**src/rtl/tile_color_pkg.sv**
```systemverilog
// Shared types, palette constants and palette lookup for the tile colour animator.
package tile_color_pkg;

    typedef struct packed {
        logic [7:0] r;
        logic [7:0] g;
        logic [7:0] b;
    } rgb8_t;

    typedef enum logic [1:0] {
        IDLE,
        FADE,
        FLASH
    } anim_state_t;

    localparam rgb8_t PAL_0     = 24'hE6E6E6;
    localparam rgb8_t PAL_4     = 24'hFFC4C4;
    localparam rgb8_t PAL_8     = 24'hFFE8C4;
    localparam rgb8_t PAL_16    = 24'hFFF7C4;
    localparam rgb8_t PAL_32    = 24'hC4FFC4;
    localparam rgb8_t PAL_64    = 24'hC4FFFF;
    localparam rgb8_t PAL_128   = 24'hC4C4FF;
    localparam rgb8_t PAL_256   = 24'hFFC4FF;
    localparam rgb8_t PAL_512   = 24'hFFD1DC;
    localparam rgb8_t PAL_1024  = 24'hFFDEAD;
    localparam rgb8_t PAL_2048  = 24'hD5B8B8;
    localparam rgb8_t PAL_TEXT  = 24'h000000;
    localparam rgb8_t PAL_OTHER = 24'hFFFFFF;

    // Value 3 is the text marker; unknown values fall back to white.
    function automatic rgb8_t palette_rgb(input logic [31:0] v);
        rgb8_t c;
        case (v)
            32'd0:    c = PAL_0;
            32'd3:    c = PAL_TEXT;
            32'd4:    c = PAL_4;
            32'd8:    c = PAL_8;
            32'd16:   c = PAL_16;
            32'd32:   c = PAL_32;
            32'd64:   c = PAL_64;
            32'd128:  c = PAL_128;
            32'd256:  c = PAL_256;
            32'd512:  c = PAL_512;
            32'd1024: c = PAL_1024;
            32'd2048: c = PAL_2048;
            default:  c = PAL_OTHER;
        endcase
        return c;
    endfunction

endpackage

```
**src/rtl/color_lerp.sv**
```systemverilog
// Combinational single-channel interpolator: start + floor((target - start) * step / 2**FADE_LOG2).
module color_lerp #(
    parameter int unsigned COLOR_W   = 8,
    parameter int unsigned FADE_LOG2 = 3
) (
    input  logic [COLOR_W-1:0] start,
    input  logic [COLOR_W-1:0] target,
    input  logic [FADE_LOG2:0] step,
    output logic [COLOR_W-1:0] mix_c
);

    localparam int unsigned AW = COLOR_W + FADE_LOG2 + 2;

    logic signed [AW-1:0] diff;
    logic signed [AW-1:0] scaled;
    logic signed [AW-1:0] sum;

    always_comb begin
        diff   = signed'(AW'(target)) - signed'(AW'(start));
        scaled = (diff * signed'(AW'(step))) >>> FADE_LOG2;
        sum    = signed'(AW'(start)) + scaled;
        mix_c  = COLOR_W'(sum);
    end

endmodule

```
**src/rtl/tile_color_animator.sv**
```systemverilog
// Per-tile colour animator: palette lookup with frame-stepped fades and a merge flash.
module tile_color_animator
    import tile_color_pkg::*;
#(
    parameter int unsigned VAL_W        = 12,
    parameter int unsigned COLOR_W      = 8,
    parameter int unsigned FADE_LOG2    = 3,
    parameter int unsigned FLASH_FRAMES = 4
) (
    input  logic               clk,
    input  logic               rst,
    input  logic               frame_tick,
    input  logic [VAL_W-1:0]   value,
    input  logic               merge_pulse,
    output logic [COLOR_W-1:0] r,
    output logic [COLOR_W-1:0] g,
    output logic [COLOR_W-1:0] b,
    output logic               busy
);

    localparam int unsigned STEP_W = FADE_LOG2 + 1;
    localparam logic [STEP_W-1:0] STEP_END  = STEP_W'(1 << FADE_LOG2);
    localparam logic [7:0]        FLASH_END = 8'(FLASH_FRAMES);

    typedef logic [2:0][COLOR_W-1:0] rgb_t;

    function automatic rgb_t to_cw(input rgb8_t c);
        return {c.r[7 -: COLOR_W], c.g[7 -: COLOR_W], c.b[7 -: COLOR_W]};
    endfunction

    anim_state_t       state_q, state_n;
    rgb_t              out_q, out_n;
    rgb_t              start_q, start_n;
    rgb_t              target_q, target_n;
    rgb_t              lerp_c;
    logic [VAL_W-1:0]  prev_q, prev_n;
    logic [STEP_W-1:0] step_q, step_n, step_inc;
    logic [7:0]        flash_q, flash_n, flash_inc;
    logic              busy_q;
    logic              change;

    assign step_inc  = step_q + STEP_W'(1);
    assign flash_inc = flash_q + 8'd1;

    for (genvar ch = 0; ch < 3; ch++) begin : g_lerp
        color_lerp #(
            .COLOR_W   (COLOR_W),
            .FADE_LOG2 (FADE_LOG2)
        ) u_lerp (
            .start  (start_q[ch]),
            .target (target_q[ch]),
            .step   (step_inc),
            .mix_c  (lerp_c[ch])
        );
    end

    // Priority: merge, then text snap, then change restart, then frame advance.
    always_comb begin
        state_n  = state_q;
        out_n    = out_q;
        start_n  = start_q;
        step_n   = step_q;
        flash_n  = flash_q;
        prev_n   = value;
        target_n = to_cw(palette_rgb(32'(value)));
        change   = (value != prev_q);

        if (merge_pulse) begin
            state_n = FLASH;
            flash_n = '0;
            out_n   = '1;
        end else if (change && (value == VAL_W'(3))) begin
            state_n = IDLE;
            out_n   = '0;
            step_n  = '0;
            flash_n = '0;
        end else if (change && (state_q != FLASH)) begin
            state_n = FADE;
            start_n = out_q;
            step_n  = '0;
        end else if (frame_tick) begin
            case (state_q)
                FADE: begin
                    step_n = step_inc;
                    out_n  = lerp_c;
                    if (step_inc == STEP_END) begin
                        state_n = IDLE;
                    end
                end
                FLASH: begin
                    flash_n = flash_inc;
                    if (flash_inc == FLASH_END) begin
                        state_n = FADE;
                        start_n = '1;
                        step_n  = '0;
                    end
                end
                default: ;
            endcase
        end
    end

    always_ff @(posedge clk) begin
        if (rst) begin
            state_q  <= IDLE;
            busy_q   <= 1'b0;
            out_q    <= to_cw(PAL_0);
            start_q  <= to_cw(PAL_0);
            target_q <= to_cw(PAL_0);
            prev_q   <= '0;
            step_q   <= '0;
            flash_q  <= '0;
        end else begin
            state_q  <= state_n;
            busy_q   <= (state_n != IDLE);
            out_q    <= out_n;
            start_q  <= start_n;
            target_q <= target_n;
            prev_q   <= prev_n;
            step_q   <= step_n;
            flash_q  <= flash_n;
        end
    end

    assign r    = out_q[2];
    assign g    = out_q[1];
    assign b    = out_q[0];
    assign busy = busy_q;

endmodule
```
**config.mk**
```make
export PLATFORM = sky130hd
export DESIGN_NAME = tile_color_animator
export DESIGN_NICKNAME = d
export VERILOG_FILES = /design/src/rtl/tile_color_pkg.sv /design/src/rtl/color_lerp.sv /design/src/rtl/tile_color_animator.sv
export SDC_FILE = /design/constraint.sdc
export NUM_CORES = 1
export LEC_CHECK = 0
export CORE_UTILIZATION = 40
export CTS_CLUSTER_DIAMETER = 150
export DETAILED_ROUTE_END_ITERATION = 7
export GPL_TIMING_DRIVEN = 0
export PLACE_DENSITY_LB_ADDON = 0.25
export SLEW_MARGIN = 20
export SYNTH_ARGS = -nofsm -noshare
export SYNTH_HDL_FRONTEND = slang
export SYNTH_SLANG_ARGS = --single-unit
```
**constraint.sdc**
```tcl
create_clock -name clk -period 5.9 [get_ports clk]
set_input_delay 1.18 -clock clk [delete_from_list [all_inputs] [get_ports clk]]
set_output_delay 1.18 -clock clk [all_outputs]
set_load 0.02 [all_outputs]
```
==> results of run 1 <==
[stage by stage]
| step | utilization (%) | hold WS (ns) | cell area (um2) |
|---|---|---|---|
| global route | 46.5 | 0.522 | 9750 |
| floorplan | - | 0.449 | 8550 |
| global placement | 44.0 | 0.463 | 9210 |
| finish | 46.5 | 0.475 | 9750 |
| CTS | 45.7 | 0.478 | 9580 |
| detailed placement | 44.0 | 0.468 | 9210 |
[critical path: cells and delay by family (launching register included)]
family | cells | cell delay (ns)
xor+xnor | 3 | 0.82
simple gates | 4 | 0.77
compound gates | 4 | 0.85
fa+ha+maj | 7 | 2.64
flops | 1 | 0.34
buf+inv | 3 | 0.18
[cell usage in the layout, fill, tap and decap left out, types with 19 or more instances in the layout]
cell type,instances
a21oi_1,48
nor2b_1,26
o21ai_0,30
nand2_1,43
inv_1,136
fa_1,46
xnor2_1,50
nand2b_1,26
xor2_1,33
clkdlybuf4s50_1,32
ha_1,99
nand3_1,19
dfxtp_1,91
nor2_1,155
[how the worst max path moves through the flow]
| stage | start | endpoint | slack, ns | cells past startpoint |
|---|---|---|---|---|
| final | start_q[0] | b[7] | 0.19 | 21 |
| after global routing | start_q[0] | b[7] | -0.03 | 22 |
| after CTS | step_q[0] | b[7] | 0.004 | 21 |
| after detailed placement | step_q[0] | b[7] | -0.38 | 21 |
| after global placement | step_q[0] | b[7] | -0.40 | 21 |
| after floorplan | target_q[8] | g[7] | 0.64 | 27 |
[where the power goes]
| group | internal (mW) | switching (mW) |
|---|---|---|
| combinational | 0.262 | 0.338 |
| clock | 0.380 | 0.284 |
| sequential | 0.641 | 0.0152 |
| total | 1.28 | 0.637 |
[cell usage after synthesis, drive strengths merged (17+ instances only)]
| cell type | number | area, um2 |
|---|---|---|
| nand2 | 43 | 161 |
| xor2 | 40 | 350 |
| nor2 | 156 | 593 |
| ha | 100 | 1250 |
| xnor2 | 57 | 514 |
| nand2b | 26 | 163 |
| fa | 48 | 961 |
| a21oi | 49 | 245 |
| inv | 136 | 510 |
| o22a | 17 | 149 |
| o21ai | 36 | 180 |
| nor2b | 27 | 169 |
| nand3 | 19 | 95.1 |
| dfxtp | 92 | 1840 |
| buf | 17 | 110 |
| clkbuf | 19 | 71.3 |
[flip-flops by register name, indices dropped and copies added, names as in the netlist]
register  flops
target_q     17
start_q      24
r             8
prev_q       12
state_q       2
flash_q       8
busy          1
g             8
b             8
step_q        4
[logic make-up after synthesis]
logic type      after synthesis
fa+ha+maj                   148
simple gates                324
xor+xnor                     99
flops                        92
buf+inv                     173
compound gates              193
mux                           4
[routing by layer]
layer	vias to the layer above	track usage [%]	wire length [um]
li1	3541	-	-
met1	3299	30.2	11300
met2	159	34.4	10000
met3	22	1.99	828
met4	0	6.75	383
met5	-	0	0
[repair_timing]
| action | CTS | global route |
|---|---|---|
| resized for setup | 8 | 30 |
| setup endpoints to repair | 3 | 3 |
| buffers inserted | 0 | 7 |
| pin swaps | 0 | 5 |
[area by class of cell]
cell class	instances	area, um2	area share, %
multi-input combinational	768	6160	63.2
sequential	92	1840	18.9
inverter	137	515	5.29
timing repair buffer	39	373	3.82
tap	275	344	3.53
clock buffer	9	225	2.31
buffer	34	183	1.87
clock inverter	7	104	1.06
==> impl_metrics.csv, run 1 <==
group,metric,value,unit
outcome,status,"completed",
route,drt_iter0_drc,397,
synthesis,ys_seq_area_share,21.5,%
synthesis,synthesis.nets,1197,
synthesis,synthFlopType,"dfxtp_1",
placed_design,portBuffers,32,
synthesis,synth_area,0.00855,mm2
synthesis,ys_seq_elements,92,
synthesis,synth-edff-count,0,
timing,setup_tns,0,ns
die,die_h,148,um
clocking,hold_buffers,0,
timing,setup_viol,0,
die,num_rows,53,
route,via_per_inst,5.16,
power,worst_ir_drop_vdd,0.177,mV
job,max_cap_viol_count,0,
timing,fin_skew,0.0113,ns
synthesis,synth_xor_area_share,10.6,%
synthesis,syn_inst,1033,
timing,relSlewSlack,47.6,%
worst_hold_path,hp-class,"reg2reg",
route,routed_wl,22600,um
finish,synthToLayoutAreaGrowth,14.1,%
worst_setup_path,worst-endpoint-required,6.15,ns
worst_setup_path,worstPathArrival,5.96,ns
synthesis,synth_compound_area_share,15.2,%
clocking,clockBufferDepth,2,
worst_setup_path,ff2ff_path_depth,21,
placed_design,hpwl,17600,um
grt,grt_first_pass_wirelength,36100,um
worst_setup_path,cp-start-kind,"flop",
synthesis,ys_async_sr_fraction,0,%
grt,grt_use_total,21.4,%
timing,worst_pin_slew,0.783,ns
worst_hold_path,min_path_cells,2,
die,die_area,0.0220,mm2
die,dieWidth,148,um
grt,grt_max_degree,18,
synthesis,muxShareOfSynthArea,0.498,%
finish,drive_gt1_share,8.29,%
worst_setup_path,r2r_slack,0.19,ns
worst_setup_path,endpoint_kind,"flop",
worst_setup_path,critPathMostFrequentCell,"ha_1",
worst_setup_path,worstSetupPathType,"reg2reg",
route,vias,7021,
clocking,numClockSinks,92,
timing,fmax,175,MHz
synthesis,ys_types,60,
clocking,cts_made_buffers,9,
worst_hold_path,hp-start,"flash_q[1]",
die,num_io_pins,41,
synthesis,yosys_warnings,0,
route,ant_nets,0,
grt,grt-ovfl-total,0,
power,p_total,1.92,mW
die,start_util,40.8,%
placed_design,post-place-ws,-0.378,ns
route,wl_per_cell,16.6,um
route,drc,0,
worst_setup_path,crit_slowest_cell,"fa_1",
finish,fin_cells,1361,
finish,num-nets-final,1245,
finish,fillCellCount,2082,
timing,min_period,5.71,ns
synthesis,synthAdderAreaFrac,25.9,%
finish,antennaDiodeCount,0,
grt,grt_pass1_vias,6652,
worst_setup_path,critPathMaxStageDelay,0.55,ns
synthesis,yosys.area_share.simple,18.1,%
grt,antenna_found_initial,0,
power,p_leak,4.34,nW
timing,fin_ws,0.187,ns
route,first_pass_iters,5,
worst_hold_path,holdPathEnd,"flash_q[1]",
worst_setup_path,path_cells,"ha_1 > fa_1 > xor2_2 > nor2_1 > ha_1 > inv_1 > fa_1 > fa_1 > inv_1 > ha_1 > nor2b_1 > o21ai_1 > nor2b_2 > xnor2_2 > ha_1 > inv_1 > o21bai_1 > or3_1 > a31oi_2 > xnor3_1 > a221o_1",
clocking,clk_pin_slew,0.07,ns
power,p_per_area,197,mW/mm2
worst_setup_path,path_max_fanout,4,
die,coreArea,0.0210,mm2
clocking,cts_tree,"yes",
clocking,clk_latency,0.36,ns
synthesis,synth_top_family_by_area,"adder cells",
timing,slew_violations,0,
worst_setup_path,r2r-end,"b[7]",
placed_design,dpl.cell_count,1340,
timing,period_share,96.8,%
timing,hold_violations,0,
synthesis,synth.avg_cell_area,8.28,um2
clocking,cts_root_buffer,"clkbuf_16",
placed_design,routabilityCongestion,0.867,
worst_setup_path,worstReg2RegStart,"start_q[0]",
clocking,htree_levels,3,
Power figures use the tool's default switching activity.
==> run 2: changes to the inputs <==
Settings changed: GPL_TIMING_DRIVEN 0 to 1, PLACE_DENSITY from default to 0.67, PLACE_DENSITY_LB_ADDON 0.25 to default.
==> run 2 against run 1 <==
  * Clock-buffer cell count is the same
  * Clock power fell by 11%
  * Final area shrank 1.9%
  * Die area unchanged
  * Worst setup slack improved by 0.082 ns
  * First-iteration DRC count up 5.0%
  * Hold slack better by 0.0011 ns
  * Global-route usage down 1.5 points
  * Non-clock buffer count shrank 18
  * Wire length down 6.7%
  * Sequential power about the same
  * Critical endpoint is now r[7]
  * Highest routed layer unchanged
==> impl_metrics.csv, run 2 (same netlist as run 1, synthesis figures left out) <==
group,metric,value,unit
die,num_io_pins,41,
grt,antenna_found_initial,0,
worst_setup_path,startpoint,"target_q[20]",
grt,grt_max_degree,50,
finish,drive_gt1_share,5.99,%
outcome,status,"completed",
placed_design,routabilityCongestion,0.871,
timing,hold_violations,0,
worst_setup_path,worst-endpoint-required,6.15,ns
worst_setup_path,cpLargestDelayFamily,"adder cells",
finish,num-nets-final,1227,
grt,grt_use_total,19.9,%
grt,grt_first_pass_wirelength,34000,um
die,start_util,40.8,%
worst_setup_path,path_cells,"inv_1 > ha_1 > fa_1 > nand2b_1 > nand2_1 > a21oi_1 > xor2_2 > nor2_1 > ha_1 > fa_1 > inv_1 > fa_1 > inv_1 > ha_1 > o21ai_1 > a21oi_1 > nor2_1 > xnor2_1 > ha_1 > or3_1 > a31oi_1 > xnor3_1 > a221o_1",
die,dieWidth,148,um
timing,fmax,178,MHz
worst_setup_path,cp-start-kind,"flop",
clocking,cts_root_buffer,"clkbuf_16",
clocking,clk_pin_slew,0.08,ns
finish,largest_reg_flops,24,
power,worst_ir_drop_vdd,0.170,mV
timing,setup_viol,0,
finish,synthToLayoutAreaGrowth,11.9,%
finish,top_register,"start_q",
die,die_h,148,um
timing,relSlewSlack,32.7,%
clocking,cts_tree,"yes",
die,coreArea,0.0210,mm2
worst_setup_path,endpoint_kind,"flop",
clocking,clockBufferDepth,2,
worst_setup_path,worstSetupPathType,"reg2reg",
placed_design,placed_cell_area,0.00922,mm2
worst_hold_path,hp-class,"reg2reg",
grt,grt_pass1_vias,6713,
power,p_per_area,191,mW/mm2
clocking,htree_levels,3,
worst_setup_path,worstPathArrival,5.88,ns
finish,largestRegisters,"start_q (24), target_q (17), prev_q (12)",
job,max_cap_viol_count,0,
power,p_leak,4.25,nW
die,num_rows,53,
route,vias,6972,
route,drc,0,
route,via_per_inst,5.19,
route,first_pass_iters,5,
worst_hold_path,hp-start,"flash_q[1]",
finish,layout_commonest_cell,"nor2_1",
timing,holdWs,0.476,ns
clocking,clk_latency,0.36,ns
clocking,numClockSinks,92,
placed_design,hpwl,16000,um
worst_setup_path,path_max_fanout,4,
timing,period_share,95.4,%
power,p_total,1.82,mW
clocking,hold_buffers,0,
finish,antennaDiodeCount,0,
worst_setup_path,path_buf_inv,3,
route,routed_wl,21100,um
worst_setup_path,crit_slowest_cell,"fa_1",
die,die_area,0.0220,mm2
timing,worst_pin_slew,1.01,ns
finish,final_cell_mix,"nor2_1, inv_1, ha_1",
worst_setup_path,worstReg2RegStart,"target_q[20]",
timing,slew_violations,0,
grt,grt-ovfl-total,0,
worst_setup_path,critPathMostFrequentCell,"ha_1",
route,ant_nets,0,
route,drt_iter0_drc,417,
timing,fin_skew,0.0145,ns
clocking,cts_made_buffers,9,
worst_setup_path,critPathMaxStageDelay,0.54,ns
placed_design,portBuffers,40,
timing,rsz0062_at_grt,"true",
timing,setup_tns,0,ns
timing,min_period,5.63,ns
finish,fillCellCount,2116,
route,wl_per_cell,15.7,um
worst_setup_path,r2r_slack,0.27,ns
finish,final_area,0.00956,mm2
[run 2: cell count changes in the layout (fill, tap and decap cells not counted), sizes merged]
cell           previous run  this run
buf                      24        16
clkbuf                   26         9
clkdlybuf4s50            32        39
clkinv                    1         2
clkinvlp                  0         1
bufinv                    2         0
[run 2: final timing paths]
path              depth (start not counted)          to
hold / removal                            2  flash_q[1]
hold reg to reg                           2  flash_q[1]
setup reg to reg                         23        r[7]
setup / recovery                         23        r[7]
[run 2: metrics by stage]
stage          cells  util [%]  worst slack (ns)
2_1_floorplan   1033         -             0.643
3_3_place_gp    1325      44.0             0.325
3_5_place_dp    1325      44.0             0.199
4_1_cts         1341      45.4             0.199
5_1_grt         1343      45.6           -0.0211
6_report        1343      45.6             0.269
[run 2: cell type report]
cell class,instances,area (um2),share of cell area [%]
Multi-Input combinational cell,768,6060,63.3
Clock inverter,7,72.6,0.759
Timing Repair Buffer,55,508,5.31
Sequential cell,92,1840,19.3
Clock buffer,9,225,2.36
Tap cell,275,344,3.60
Inverter,137,514,5.38
[run 2: power breakdown]
part           internal, mW  switching [mW]  total (mW)
registers             0.641          0.0164       0.657
logic                 0.252           0.321       0.573
clock network         0.300           0.293       0.593
[run 2: metal layers]
metal | track usage, % | part of all wire [%]
met4 | 5.62 | 2.1
met1 | 27.3 | 49
met2 | 32.1 | 45
met3 | 3.47 | 4.3
met5 | 0 | 0
[run 2: timing repair]
item | in CTS | in global routing
setup buffers | 0 | 2
gates resized for setup | 0 | 8
endpoints found under the setup margin | 0 | 3
[run 2: worst min-delay path, stage by stage (launching register included)]
cell and delay [ns]:
dfxtp_1 0.32, nand2_1 0.06, a21oi_1 0.05
